### src/rtl/microwave_timer_ctrl.sv
// Microwave MM:SS cook-timer sequencer: keypad entry, start/pause/clear,
// door interlock and a 4-digit BCD countdown driven by a 1 Hz strobe.
module microwave_timer_ctrl #(
  parameter int unsigned QUICK_T = 3,
  parameter int unsigned QUICK_U = 0
) (
  input  logic       clk,
  input  logic       reset,
  input  logic       tick,
  input  logic       key_valid,
  input  logic [3:0] key_digit,
  input  logic       start,
  input  logic       stop_clear,
  input  logic       door_open,
  output logic [3:0] min_t,
  output logic [3:0] min_u,
  output logic [3:0] sec_t,
  output logic [3:0] sec_u,
  output logic [2:0] state,
  output logic       mag_on,
  output logic       done
);

  localparam int unsigned DW = 4;
  localparam int unsigned SW = 3;

  localparam logic [2:0] S_IDLE  = 3'd0;
  localparam logic [2:0] S_ENTRY = 3'd1;
  localparam logic [2:0] S_COOK  = 3'd2;
  localparam logic [2:0] S_PAUSE = 3'd3;
  localparam logic [2:0] S_DONE  = 3'd4;

  logic [SW-1:0] state_q, state_d;
  logic [DW-1:0] min_t_q, min_t_d, min_u_q, min_u_d;
  logic [DW-1:0] sec_t_q, sec_t_d, sec_u_q, sec_u_d;
  logic          done_q, done_d;

  logic [DW-1:0] dec_min_t, dec_min_u, dec_sec_t, dec_sec_u;
  logic          borrow_su, borrow_st, borrow_mu;
  logic          time_zero, dec_zero, key_ok;

  // One-second decrement with mod-10 / mod-6 borrow chain; sec_t above 5 just counts down.
  always_comb begin
    borrow_su = (sec_u_q == 4'd0);
    borrow_st = borrow_su && (sec_t_q == 4'd0);
    borrow_mu = borrow_st && (min_u_q == 4'd0);
    dec_sec_u = borrow_su ? 4'd9 : sec_u_q - 4'd1;
    dec_sec_t = borrow_su ? ((sec_t_q == 4'd0) ? 4'd5 : sec_t_q - 4'd1) : sec_t_q;
    dec_min_u = borrow_st ? ((min_u_q == 4'd0) ? 4'd9 : min_u_q - 4'd1) : min_u_q;
    dec_min_t = borrow_mu ? min_t_q - 4'd1 : min_t_q;
  end

  assign time_zero = ({min_t_q, min_u_q, sec_t_q, sec_u_q} == 16'd0);
  assign dec_zero  = ({dec_min_t, dec_min_u, dec_sec_t, dec_sec_u} == 16'd0);
  assign key_ok    = key_valid && (key_digit <= 4'd9);

  always_comb begin
    state_d = state_q;
    min_t_d = min_t_q;
    min_u_d = min_u_q;
    sec_t_d = sec_t_q;
    sec_u_d = sec_u_q;
    case (state_q)
      S_IDLE, S_ENTRY: begin
        if (door_open) begin
          state_d = state_q;
        end else if (stop_clear) begin
          state_d = S_IDLE;
          {min_t_d, min_u_d, sec_t_d, sec_u_d} = 16'd0;
        end else if (start) begin
          if (state_q == S_IDLE) begin
            state_d = S_COOK;
            {min_t_d, min_u_d} = 8'd0;
            sec_t_d = DW'(QUICK_T);
            sec_u_d = DW'(QUICK_U);
          end else begin
            state_d = time_zero ? S_IDLE : S_COOK;
          end
        end else if (key_ok) begin
          state_d = S_ENTRY;
          min_t_d = min_u_q;
          min_u_d = sec_t_q;
          sec_t_d = sec_u_q;
          sec_u_d = key_digit;
        end
      end
      S_COOK: begin
        if (door_open || stop_clear) begin
          state_d = S_PAUSE;
        end else if (tick) begin
          min_t_d = dec_min_t;
          min_u_d = dec_min_u;
          sec_t_d = dec_sec_t;
          sec_u_d = dec_sec_u;
          if (dec_zero) state_d = S_DONE;
        end
      end
      S_PAUSE: begin
        if (door_open) begin
          state_d = S_PAUSE;
        end else if (stop_clear) begin
          state_d = S_IDLE;
          {min_t_d, min_u_d, sec_t_d, sec_u_d} = 16'd0;
        end else if (start) begin
          state_d = S_COOK;
        end
      end
      S_DONE: begin
        if (door_open || stop_clear) begin
          state_d = S_IDLE;
          {min_t_d, min_u_d, sec_t_d, sec_u_d} = 16'd0;
        end
      end
      default: begin
        state_d = S_IDLE;
        {min_t_d, min_u_d, sec_t_d, sec_u_d} = 16'd0;
      end
    endcase
    done_d = (state_d == S_DONE);
  end

  always_ff @(posedge clk or posedge reset) begin
    if (reset) begin
      state_q <= S_IDLE;
      min_t_q <= '0;
      min_u_q <= '0;
      sec_t_q <= '0;
      sec_u_q <= '0;
      done_q  <= 1'b0;
    end else begin
      state_q <= state_d;
      min_t_q <= min_t_d;
      min_u_q <= min_u_d;
      sec_t_q <= sec_t_d;
      sec_u_q <= sec_u_d;
      done_q  <= done_d;
    end
  end

  // Magnetron must drop in the same cycle the door opens, so this one is combinational.
  assign mag_on = (state_q == S_COOK) && !door_open;
  assign done   = done_q;
  assign state  = state_q;
  assign min_t  = min_t_q;
  assign min_u  = min_u_q;
  assign sec_t  = sec_t_q;
  assign sec_u  = sec_u_q;

endmodule

### config.mk
export PLATFORM = sky130hd
export DESIGN_NAME = microwave_timer_ctrl
export DESIGN_NICKNAME = d
export VERILOG_FILES = /design/src/rtl/microwave_timer_ctrl.sv
export SDC_FILE = /design/constraint.sdc
export NUM_CORES = 1
export LEC_CHECK = 0
export CELL_PAD_IN_SITES_DETAIL_PLACEMENT = 1
export CELL_PAD_IN_SITES_GLOBAL_PLACEMENT = 2
export CORE_MARGIN = 3
export CORE_UTILIZATION = 26
export CTS_CLUSTER_SIZE = 8
export DETAILED_ROUTE_END_ITERATION = 10
export PLACE_DENSITY_LB_ADDON = 0.1
export SYNTH_ARGS = -nofsm -noshare
export SYNTH_HDL_FRONTEND = slang
export SYNTH_SLANG_ARGS = --single-unit
### constraint.sdc
create_clock -name clk -period 2.13 [get_ports clk]
set_input_delay 0.3195 -clock clk [delete_from_list [all_inputs] [get_ports clk]]
set_output_delay 0.3195 -clock clk [all_outputs]
set_load 0.02 [all_outputs]
==> impl_metrics.toml, run 1 <==
[routing]
routed_wl_um = 5146
drc = 0
drt_iter0_markers = 62
routedWlPerCell_um = 18.18
dr.pass1.iters = 4
routed_via_density = 5.357
vias = 1516
postRouteAntennaNets = 0

[timing]
finalSetupViolations = 0
max_clock_freq_ghz = 0.4920
fin_crit_ns = 2.033
fin_ws_ns = 0.09735
timing.final.crit_share = 0.9543
rsz0062_at_grt = "no"
slew_violations = 0
whs_ns = 0.3920
fin_tns_setup_ns = 0
slew_headroom = 0.6491
fin_skew_ns = 0.001260
tightest_slew_ns = 0.5263
hold_viol_final = 0

[critical_path]
crit_start = "state[1]"
critPathKind = "reg2out"
cpPeakStageDelay_ns = 0.61
slowest_stage = "clkdlybuf4s50_1"
reg2reg_from = "sec_u[0]"
critPathBufInv = 1
path_delay_family = "buffers and inverters"
crit_path_end_kind = "output pin"
cp_max_fo = 12
startpoint_type = "register"
cp.arrival_ns = 1.71
path_cells = "nand3_1 -> nor2_1 -> clkdlybuf4s50_1"
cp_data_required_time_ns = 1.81

[die]
ios = 32
coreArea_mm2 = 0.005172
die_y_um = 79.38
start_util = 0.2707
fp.dieArea_mm2 = 0.006301
fp.dieW_um = 79.38
rows = 26

[global_routing]
grt_max_degree = 31
first_global_vias = 1715
grt_pass1_wl_um = 8687
overflow = 0
grtUsageTotal = 0.1757
antenna_found_initial = 0

[hold_path]
min_path_type = "in2async"

[place]
hpwl_um = 3738
place.gp.congestion = 0.7831
dpl_worst_slack_ns = 0.05500
numPortBuffers = 31

[synth]
netlist_instances = 167
ys.flop_type = "dfrtp_1"
yosys.cell_types.count = 45
ys_ff_latch = 20
synth_nets = 180
synth.cell_area_mm2 = 0.001400
async_reset_ff_frac = 1.000
synth-seq-area-share = 0.3575
synth_edf_count = 0
yosysWarnings = 0
avgSynthCellArea_um2 = 8.384

[final_layout]
fill_cells = 621
area_growth_syn_to_layout_pct = 41.64
layout_commonest_cell = "clkdlybuf4s50_1"
drive_gt1_frac = 0.1737
antenna_cells = 0
final_util = 0.3834
nets = 228
layout_common_cells = "31 x clkdlybuf4s50_1, 26 x o21ai_0, 23 x buf_4, 19 x dfrtp_1, 16 x nor2_1"

[power]
power.total_mw = 2.902
ir_worst_vdd_v = 0.0004307
pwr_density_cell_mw_per_mm2 = 1463
leakagePower_nw = 0.7620

[clock_network]
cts_root_buffer = "clkbuf_8"
clockBufferDepth = 2
htree_levels = 1
cts_sinks = 20
hold_buffers = 0
clk_pin_slew_ns = 0.08
cts_tree = "yes"
clk_latency_ns = 0.26
cts_buffers = 3
post-cts-setup-buffer-count = 0
ctsResizeCount = 0

[run_status]
status = "finished clean"

[flow_run]
maxCapViolCount = 0
where the power goes:
part / total [mW] / internal [mW] / switching [mW]
clock: 0.259 / 0.126 / 0.133
combinational: 1.99 / 0.880 / 1.11
sequential: 0.657 / 0.506 / 0.151
total: 2.90 / 1.51 / 1.39
kinds of logic (layout without fill, tap and decap cells):
| kind of cell | after synthesis | in the layout | synth area share |
|---|---|---|---|
| multiplexers | 1 | 1 | 0.007150 |
| AO/OA/AOI/OAI | 66 | 66 | 0.2985 |
| AND/OR/NAND/NOR | 56 | 56 | 0.2467 |
| flip-flops | 20 | 20 | 0.3575 |
| adder cells (fa/ha/maj) | 2 | 2 | 0.01787 |
| buffers and inverters | 20 | 66 | 0.05987 |
| XOR/XNOR | 2 | 2 | 0.01251 |
worst min-delay path: cells and delay by family:
family | cells | cell delay, ns
buffers and inverters | 3 | 0.73
metrics by stage:
step                      cells  cell area (um2)
after detailed placement    280             1941
after CTS                   283             1982
after floorplan             167             1405
final                       283             1983
after global placement      280             1941
after global routing        283             1983
layer usage:
layer  routed length, um  share of wire  GRT usage  up-vias
met2                2527           0.49     0.3039       25
met3                 138          0.027    0.02257        6
met1                2435           0.47     0.2308      753
li1                    -              -          -      732
met5                   0              0          0        -
met4                  45         0.0087    0.04467        0
final timing paths:
check	slack, ns	depth (start not counted)	endpoint
max in group asynchronous	1.49	3	state[2]
worst min-delay path	0.39	3	min_t[1]
worst max-delay path	0.1	3	mag_on
worst min register to register	0.56	1	min_t[1]
min in group clk	0.56	1	min_t[1]
worst max register to register	0.13	5	done
cell type report:
cell class                      instances  area (um2)  area share
Multi-Input combinational cell        127       819.5      0.4132
Timing Repair Buffer                   55       503.0      0.2536
Sequential cell                        20       501.7      0.2530
Tap cell                               70       87.58     0.04416
Inverter                                8       30.03     0.01514
Clock buffer                            3       41.29     0.02082
synth_stat cells, types with 2 or more instances:
cell type  number  share of area
a21oi_1         9          0.032
a22oi_1         4          0.021
a31o_1          2          0.013
a31oi_1         5          0.022
a32oi_1         5          0.031
clkbuf_1        9          0.024
dfrtp_1        20           0.36
ha_1            2          0.018
inv_1           8          0.021
nand2_1         4          0.011
nand2b_1        2         0.0089
nand3_1         3          0.011
nand4b_1        2          0.013
nor2_1         16          0.043
nor2b_1         2         0.0089
nor3_1          6          0.021
nor4_1          7          0.031
nor4b_1         3          0.019
o21a_1          2          0.011
o21ai_0        26          0.093
o21bai_1        2          0.011
o22ai_1         3          0.013
o2bb2ai_1       3          0.019
flip-flops by register name, summed over array words and instances, names as in the netlist:
register / cells
min_t: 4
min_u: 4
sec_t: 4
sec_u: 4
state: 3
done: 1
Power figures use the tool's default switching activity.
==> run 2: changes to the inputs <==
--- a/config.mk
+++ b/config.mk
@@ -5,6 +5,7 @@
 export SDC_FILE = /design/constraint.sdc
 export NUM_CORES = 1
 export LEC_CHECK = 0
+export ABC_CLOCK_PERIOD_IN_PS = 2130
 export CELL_PAD_IN_SITES_DETAIL_PLACEMENT = 1
 export CELL_PAD_IN_SITES_GLOBAL_PLACEMENT = 2
 export CORE_MARGIN = 3
==> results of run 2 <==
Final layout, timing and power as in run 1 (identical DEF).
